**src/rtl/clk_div_ctrl_pkg.sv**
```systemverilog
// ---------------------------------------------------------------------------
// clk_div_ctrl_pkg
// Shared types and defaults for the PF_CLK_DIV phase-alignment sequencer:
//   - cdc_state_e : sequencer state encoding
//   - clog2/max1  : elaboration-time width helpers
//   - DEF_*       : default parameter values
// ---------------------------------------------------------------------------
package clk_div_ctrl_pkg;

    typedef enum logic [2:0] {
        ST_IDLE   = 3'd0,
        ST_SRESET = 3'd1,
        ST_SETTLE = 3'd2,
        ST_CHECK  = 3'd3,
        ST_SLIP   = 3'd4,
        ST_LOCKED = 3'd5,
        ST_FAIL   = 3'd6
    } cdc_state_e;

    localparam int DEF_DIVIDER       = 4;
    localparam int DEF_SRESET_CYCLES = 4;
    localparam int DEF_SETTLE_CYCLES = 16;
    localparam int DEF_CHECK_CYCLES  = 8;
    localparam int DEF_LOSS_CYCLES   = 4;
    localparam int DEF_RETRY_LIMIT   = 2;

    // Ceiling log2; clog2(1) = 0.
    function automatic int clog2(input int value);
        int res;
        res = 0;
        for (int i = 0; i < 31; i++) begin
            if ((32'sd1 <<< i) < value) begin
                res = i + 1;
            end else begin
                res = res;
            end
        end
        return res;
    endfunction

    // Counters are never narrower than one bit.
    function automatic int max1(input int value);
        return (value < 1) ? 1 : value;
    endfunction

endpackage

```
**src/rtl/cdc_down_timer.sv**
```systemverilog
// ---------------------------------------------------------------------------
// cdc_down_timer
// Loadable down-counter. Loading N makes o_done high during the N-th cycle
// after the load edge, so a state that loads on entry and leaves on o_done
// lasts exactly N cycles (N >= 1).
//   i_clk, i_rst_n  : clock, async active-low reset
//   i_load          : load i_load_val on the next rising edge
//   i_load_val      : cycle count to time
//   o_done          : last cycle of the timed interval
// ---------------------------------------------------------------------------
module cdc_down_timer #(
    parameter int W = 5
) (
    input  logic         i_clk,
    input  logic         i_rst_n,
    input  logic         i_load,
    input  logic [W-1:0] i_load_val,
    output logic         o_done
);

    logic [W-1:0] r_cnt;

    // Count register: load, otherwise count down and park at zero.
    always_ff @(posedge i_clk or negedge i_rst_n) begin
        if (!i_rst_n) begin
            r_cnt <= '0;
        end else if (i_load) begin
            r_cnt <= i_load_val;
        end else if (r_cnt != '0) begin
            r_cnt <= r_cnt - W'(1);
        end else begin
            r_cnt <= r_cnt;
        end
    end

    assign o_done = (r_cnt == W'(1));

endmodule

```
**src/rtl/clk_div_phase_ctrl.sv**
```systemverilog
// ---------------------------------------------------------------------------
// clk_div_phase_ctrl
// Phase-alignment sequencer for a PF_CLK_DIV divider: sync-resets the
// divider, then bit-slips it one phase at a time until FRAME_OK stays high,
// retrying with a fresh sync reset and finally reporting FAIL. Re-aligns on
// loss of lock. All outputs are registered decodes of the state (Moore),
// so every output lags the state register by one cycle.
//   CLK, RESET_N  : system clock, async active-low reset
//   START         : (re)alignment request, honoured in IDLE/LOCKED/FAIL
//   FRAME_OK      : frame-alignment indicator (already in CLK domain)
//   DIV_SRESET    : divider sync reset pulse
//   DIV_BIT_SLIP  : one-cycle divider bit-slip pulse
//   BUSY/LOCKED/FAIL/LOCK_LOST : status
//   SLIP_COUNT    : slips applied since the last sync reset
// ---------------------------------------------------------------------------
module clk_div_phase_ctrl
    import clk_div_ctrl_pkg::*;
#(
    parameter int DIVIDER       = DEF_DIVIDER,
    parameter int SRESET_CYCLES = DEF_SRESET_CYCLES,
    parameter int SETTLE_CYCLES = DEF_SETTLE_CYCLES,
    parameter int CHECK_CYCLES  = DEF_CHECK_CYCLES,
    parameter int LOSS_CYCLES   = DEF_LOSS_CYCLES,
    parameter int RETRY_LIMIT   = DEF_RETRY_LIMIT,
    localparam int SW           = max1(clog2(DIVIDER))
) (
    input  logic          CLK,
    input  logic          RESET_N,
    input  logic          START,
    input  logic          FRAME_OK,
    output logic          DIV_SRESET,
    output logic          DIV_BIT_SLIP,
    output logic          BUSY,
    output logic          LOCKED,
    output logic          FAIL,
    output logic          LOCK_LOST,
    output logic [SW-1:0] SLIP_COUNT
);

    localparam int CW = max1(clog2(CHECK_CYCLES));
    localparam int LW = max1(clog2(LOSS_CYCLES));
    localparam int AW = max1(clog2(RETRY_LIMIT + 1));
    localparam int TMAX = (SRESET_CYCLES > SETTLE_CYCLES) ? SRESET_CYCLES : SETTLE_CYCLES;
    localparam int TW = max1(clog2(TMAX + 1));

    localparam logic [SW-1:0] SLIP_MAX  = SW'(DIVIDER - 1);
    localparam logic [CW-1:0] CHK_LAST  = CW'(CHECK_CYCLES - 1);
    localparam logic [LW-1:0] LOSS_LAST = LW'(LOSS_CYCLES - 1);
    localparam logic [AW-1:0] RETRY_MAX = AW'(RETRY_LIMIT);
    localparam logic [TW-1:0] SR_LOAD   = TW'(SRESET_CYCLES);
    localparam logic [TW-1:0] ST_LOAD   = TW'(SETTLE_CYCLES);

    cdc_state_e    r_state;
    cdc_state_e    w_next;
    logic [CW-1:0] r_chk_cnt;
    logic [LW-1:0] r_loss_cnt;
    logic [AW-1:0] r_attempts;
    logic [AW-1:0] w_att_inc;
    logic [SW-1:0] r_slip_cnt;
    logic          w_lock_lost;
    logic          w_enter;
    logic          w_tmr_load;
    logic [TW-1:0] w_tmr_val;
    logic          w_tmr_done;
    logic          r_div_sreset;
    logic          r_div_bit_slip;
    logic          r_busy;
    logic          r_locked;
    logic          r_fail;
    logic          r_lock_lost;

    // One timer serves both the sync-reset width and the settle wait.
    cdc_down_timer #(.W(TW)) u_timer (
        .i_clk      (CLK),
        .i_rst_n    (RESET_N),
        .i_load     (w_tmr_load),
        .i_load_val (w_tmr_val),
        .o_done     (w_tmr_done)
    );

    // State register.
    always_ff @(posedge CLK or negedge RESET_N) begin
        if (!RESET_N) begin
            r_state <= ST_IDLE;
        end else begin
            r_state <= w_next;
        end
    end

    // Next-state decode plus timer load on entry to SRESET/SETTLE.
    always_comb begin
        w_next      = r_state;
        w_lock_lost = 1'b0;
        w_tmr_load  = 1'b0;
        w_tmr_val   = '0;
        w_att_inc   = r_attempts + AW'(1);
        case (r_state)
            ST_IDLE: begin
                if (START) w_next = ST_SRESET;
                else       w_next = ST_IDLE;
            end
            ST_SRESET: begin
                if (w_tmr_done) w_next = ST_SETTLE;
                else            w_next = ST_SRESET;
            end
            ST_SETTLE: begin
                if (w_tmr_done) w_next = ST_CHECK;
                else            w_next = ST_SETTLE;
            end
            ST_CHECK: begin
                if (FRAME_OK) begin
                    if (r_chk_cnt == CHK_LAST) w_next = ST_LOCKED;
                    else                       w_next = ST_CHECK;
                end else if (r_slip_cnt < SLIP_MAX) begin
                    w_next = ST_SLIP;
                end else if (w_att_inc < RETRY_MAX) begin
                    w_next = ST_SRESET;
                end else begin
                    w_next = ST_FAIL;
                end
            end
            ST_SLIP: begin
                w_next = ST_SETTLE;
            end
            ST_LOCKED: begin
                // An explicit START re-aligns without reporting a loss.
                if (START) begin
                    w_next = ST_SRESET;
                end else if (!FRAME_OK && (r_loss_cnt == LOSS_LAST)) begin
                    w_next      = ST_SRESET;
                    w_lock_lost = 1'b1;
                end else begin
                    w_next = ST_LOCKED;
                end
            end
            ST_FAIL: begin
                if (START) w_next = ST_FAIL == ST_FAIL ? ST_SRESET : ST_FAIL;
                else       w_next = ST_FAIL;
            end
            default: begin
                w_next = ST_IDLE;
            end
        endcase

        w_enter = (w_next != r_state);
        if (w_enter && (w_next == ST_SRESET)) begin
            w_tmr_load = 1'b1;
            w_tmr_val  = SR_LOAD;
        end else if (w_enter && (w_next == ST_SETTLE)) begin
            w_tmr_load = 1'b1;
            w_tmr_val  = ST_LOAD;
        end else begin
            w_tmr_load = 1'b0;
            w_tmr_val  = '0;
        end
    end

    // Consecutive FRAME_OK=1 counter; any other situation restarts it.
    always_ff @(posedge CLK or negedge RESET_N) begin
        if (!RESET_N) begin
            r_chk_cnt <= '0;
        end else if ((r_state == ST_CHECK) && FRAME_OK && (r_chk_cnt != CHK_LAST)) begin
            r_chk_cnt <= r_chk_cnt + CW'(1);
        end else begin
            r_chk_cnt <= '0;
        end
    end

    // Consecutive FRAME_OK=0 counter while locked; a single 1 clears it.
    always_ff @(posedge CLK or negedge RESET_N) begin
        if (!RESET_N) begin
            r_loss_cnt <= '0;
        end else if ((r_state == ST_LOCKED) && !START && !FRAME_OK && !w_lock_lost) begin
            r_loss_cnt <= r_loss_cnt + LW'(1);
        end else begin
            r_loss_cnt <= '0;
        end
    end

    // Sync-reset attempt counter.
    always_ff @(posedge CLK or negedge RESET_N) begin
        if (!RESET_N) begin
            r_attempts <= '0;
        end else if (((r_state == ST_IDLE) || (r_state == ST_FAIL)) && START) begin
            r_attempts <= '0;
        end else if (w_lock_lost) begin
            r_attempts <= '0;
        end else if ((r_state == ST_CHECK) && !FRAME_OK && (r_slip_cnt == SLIP_MAX)) begin
            r_attempts <= w_att_inc;
        end else begin
            r_attempts <= r_attempts;
        end
    end

    // Slip counter: cleared on entry to SRESET, saturates at DIVIDER-1.
    always_ff @(posedge CLK or negedge RESET_N) begin
        if (!RESET_N) begin
            r_slip_cnt <= '0;
        end else if (w_enter && (w_next == ST_SRESET)) begin
            r_slip_cnt <= '0;
        end else if ((r_state == ST_SLIP) && (r_slip_cnt != SLIP_MAX)) begin
            r_slip_cnt <= r_slip_cnt + SW'(1);
        end else begin
            r_slip_cnt <= r_slip_cnt;
        end
    end

    // Registered output decode.
    always_ff @(posedge CLK or negedge RESET_N) begin
        if (!RESET_N) begin
            r_div_sreset   <= 1'b0;
            r_div_bit_slip <= 1'b0;
            r_busy         <= 1'b0;
            r_locked       <= 1'b0;
            r_fail         <= 1'b0;
            r_lock_lost    <= 1'b0;
        end else begin
            r_div_sreset   <= (r_state == ST_SRESET);
            r_div_bit_slip <= (r_state == ST_SLIP);
            r_busy         <= !((r_state == ST_IDLE) || (r_state == ST_LOCKED) ||
                                (r_state == ST_FAIL));
            r_locked       <= (r_state == ST_LOCKED);
            r_fail         <= (r_state == ST_FAIL);
            r_lock_lost    <= w_lock_lost;
        end
    end

    assign DIV_SRESET   = r_div_sreset;
    assign DIV_BIT_SLIP = r_div_bit_slip;
    assign BUSY         = r_busy;
    assign LOCKED       = r_locked;
    assign FAIL         = r_fail;
    assign LOCK_LOST    = r_lock_lost;
    assign SLIP_COUNT   = r_slip_cnt;

endmodule

```
**config.mk**
```make
export PLATFORM = sky130hd
export DESIGN_NAME = clk_div_phase_ctrl
export DESIGN_NICKNAME = d
export VERILOG_FILES = /design/src/rtl/clk_div_ctrl_pkg.sv /design/src/rtl/cdc_down_timer.sv /design/src/rtl/clk_div_phase_ctrl.sv
export SDC_FILE = /design/constraint.sdc
export NUM_CORES = 1
export LEC_CHECK = 0
export CORE_ASPECT_RATIO = 1.75
export CORE_MARGIN = 3
export CORE_UTILIZATION = 25
export DETAILED_ROUTE_END_ITERATION = 8
export GPL_TIMING_DRIVEN = 0
export PLACE_DENSITY = 0.43
export SYNTH_ARGS = -nofsm -noshare
export SYNTH_HDL_FRONTEND = slang
export SYNTH_SLANG_ARGS = --single-unit
```
**constraint.sdc**
```tcl
create_clock -name CLK -period 1.8 [get_ports CLK]
set_input_delay 0.36 -clock CLK [delete_from_list [all_inputs] [get_ports CLK]]
set_output_delay 0.36 -clock CLK [all_outputs]
set_load 0.005 [all_outputs]
```
==> impl_metrics.yaml <==
drt:
  drc: 0
  wirelength_um: 3190
  first_pass_iters: 4
  drt_iter0_drc: 12
  wl_per_cell_um: 15.2
  detail-route-antenna-nets: 0
  avgViaCountPerCell: 5.11
  dr_total_vias: 1074
layout:
  diodes: 0
  layout-drive-gt1-share_pct: 25.6
  regArea_um2: 576
  n_fill_cell: 525
  multi_input_area_um2: 808
  area_growth_pct: 29.1
  layout.nets: 168
floorplan:
  die-area_mm2: 0.00623
  die_w_um: 61.0
  rows: 34
  core-area_mm2: 0.00506
  start_util_pct: 26.1
  die_y_um: 102
  io_pins: 12
synthesis:
  synth_cell_type_count: 39
  yosysSeqAreaShare_pct: 43.5
  synth_largest_type_area_fraction_pct: 43.5
  synth_ff_type: "dfrtp_1"
  synth_edf_count: 0
  yosys.area.top_type: "dfrtp_1"
  synth_fp_nets: 146
  syn_area_mm2: 0.00132
  yosys_warnings: 0
  syn_inst: 135
  ys_ff_latch: 23
  async_reset_ff_share_pct: 100
  synth.area.top_cells: "dfrtp_1, ha_1, nor2_1, nand2b_1, o21ai_0"
  synth.avg_cell_area_um2: 9.80
flow_run:
  drv_cap: 0
power_and_ir_drop:
  p_leak_nw: 0.731
  ir_drop_mv: 0.604
  power.total_mw: 2.63
  power_density_mw_per_mm2: 1540
setup_path:
  slowest_delay_ns: 0.51
  path_cells: "inv_2 -> ha_4 -> or4b_4 -> o211a_4 -> nor4_4 -> a211oi_2"
  required_ns: 1.95
  cp-end-kind: "flip-flop"
  critPathLaunchType: "flip-flop"
  crit_path_top_delay_cell: "or4b_4"
  cp_max_fo: 5
  arrival_ns: 2.09
  crit_type: "flip-flop to flip-flop"
sta:
  finalSetupViolations: 8
  holdWs_ns: 0.439
  rsz0062_at_grt: "yes"
  hold_violations: 0
  period_minus_slack_ns: 1.94
  finalCritPeriodShare_pct: 108
  fmax_mhz: 515
  worst_slack_ns: -0.142
  tightest_slew_ns: 1.03
  fin_skew_ns: 0.00312
  final_max_slew_viol_count: 0
  slew_headroom_pct: 30.8
global_route:
  grt_usage_pct: 11.8
  grt_max_degree: 24
  antenna_found_initial: 0
  grt_pass1_vias: 1110
  grt_pass1_wl_um: 5380
  grt_overflow: 0
clock_tree:
  clk_latency_ns: 0.27
  numCtsBuffers: 3
  root_buffer: "clkbuf_8"
  cts_tree: "yes"
  cts_buffer_depth: 2
  clock_sinks: 23
  htreeDepth: 1
  clkTransAtPathRegs_ns: 0.09
placement:
  dp.final_hpwl_um: 2390
  numPortBuffers: 10
  place.gp.congestion: 0.755
  place_ws_ns: -0.521
outcome:
  status: "finished with violations"
  violations: "setup timing"
worst_hold_path:
  timing.hold.worst.class: "input port to flip-flop"
[cell usage in the layout, fill, tap and decap left out, types with 4 or more instances in the layout]
cell	Yosys	final
nand2_1	5	5
clkdlybuf4s50_1	0	9
nor3_1	7	6
nor2_1	13	11
buf_4	0	7
nor2b_1	4	4
buf_2	5	5
nand2b_1	7	6
inv_1	8	7
ha_1	7	4
o21ai_0	8	8
dfrtp_1	23	23
a21oi_1	7	5
[Yosys cell counts (2+ instances only)]
cell type and n:
nand2b_1 7, nor2_1 13, mux2i_1 2, o211ai_1 2
xnor2_1 3, o21ai_0 8, nor2b_1 4, a211oi_1 3
nand3_1 2, ha_1 7, a21o_1 2, buf_2 5
inv_1 8, a31oi_1 2, dfrtp_1 23, nor3_1 7
nand2_1 5, and2_1 2, xor2_1 2, nand3b_1 2
a21oi_1 7, nor3b_1 2
[worst max-delay path, delay by kind of cell, from the launching register on]
kind	cells	cell delay (ns)
AOI/OAI and AO/OA	2	0.36
adders and majority gates	1	0.11
buffers and inverters	1	0.08
DFF	1	0.40
and+or+nand+nor	2	0.87
[layout make-up]
cell class | count | area share, %
Timing Repair Buffer | 17 | 9.08
Tap cell | 54 | 3.96
Inverter | 8 | 1.76
Clock inverter | 1 | 0.293
Sequential cell | 23 | 33.7
Buffer | 5 | 1.47
Multi-Input combinational cell | 99 | 47.3
Clock buffer | 3 | 2.42
[metrics by stage]
| step | setup TNS (ns) | util, % | area [um2] | cells |
|---|---|---|---|---|
| 2_1_floorplan | -0.139 | - | 1350 | 135 |
| 3_3_place_gp | -3.44 | 30.1 | 1520 | 199 |
| 3_5_place_dp | -3.80 | 30.1 | 1520 | 199 |
| 4_1_cts | -0.810 | 32.6 | 1650 | 208 |
| 5_1_grt | -1.22 | 33.7 | 1710 | 210 |
| 6_report | -0.753 | 33.7 | 1710 | 210 |
[flip-flops by register name, summed over array words and instances, names as in the netlist, 2 cells and up]
name and flops:
r_chk_cnt 3, u_timer.r_cnt 5, SLIP_COUNT 2, r_loss_cnt 2
r_attempts 2, r_state 3
[what timing repair did]
item	in CTS	in global routing
pin swaps	5	5
hold buffers	0	0
setup buffers	5	2
gates resized for setup	8	9
endpoints found under the setup margin	9	9
[cells by family (layout without fill, tap and decap cells)]
group,Yosys count,count (layout),synth area share (%)
AOI/OAI and AO/OA,35,35,19.2
xor gates and xnor gates,5,5,3.31
adders and majority gates,7,7,6.62
buffers and inverters,13,34,4.16
DFF,23,23,43.5
muxes,2,2,1.51
and+or+nand+nor,50,50,21.7
[path summary, 6_finish.rpt]
| check | from | to | slack, ns | cells past startpoint |
|---|---|---|---|---|
| hold / removal | START | r_state[2]$_DFF_PN0_ | 0.44 | 2 |
| hold reg to reg | r_loss_cnt[0]$_DFF_PN0_ | r_loss_cnt[0]$_DFF_PN0_ | 0.44 | 1 |
| min in group asynchronous | RESET_N | DIV_BIT_SLIP$_DFF_PN0_ | 0.65 | 1 |
| setup reg to reg | u_timer.r_cnt[1]$_DFFE_PN0P_ | u_timer.r_cnt[0]$_DFFE_PN0P_ | -0.14 | 6 |
| max in group asynchronous | RESET_N | r_chk_cnt[0]$_DFF_PN0_ | 0.53 | 1 |
| setup / recovery | u_timer.r_cnt[1]$_DFFE_PN0P_ | u_timer.r_cnt[0]$_DFFE_PN0P_ | -0.14 | 6 |
[per-layer routing]
layer | wire (um) | share of wire (%) | track usage [%]
met3 | 88 | 2.8 | 2.15
met4 | 80 | 2.5 | 5.84
met5 | 0 | 0 | 0
met2 | 1820 | 57 | 21.7
met1 | 1200 | 38 | 12.2
[report_power, final]
group          internal [mW]  switching [mW]  total (mW)
Clock                  0.155           0.180       0.335
Combinational          0.713           0.824        1.54
Sequential             0.646           0.108       0.754
(Power assumes the default switching activity.)
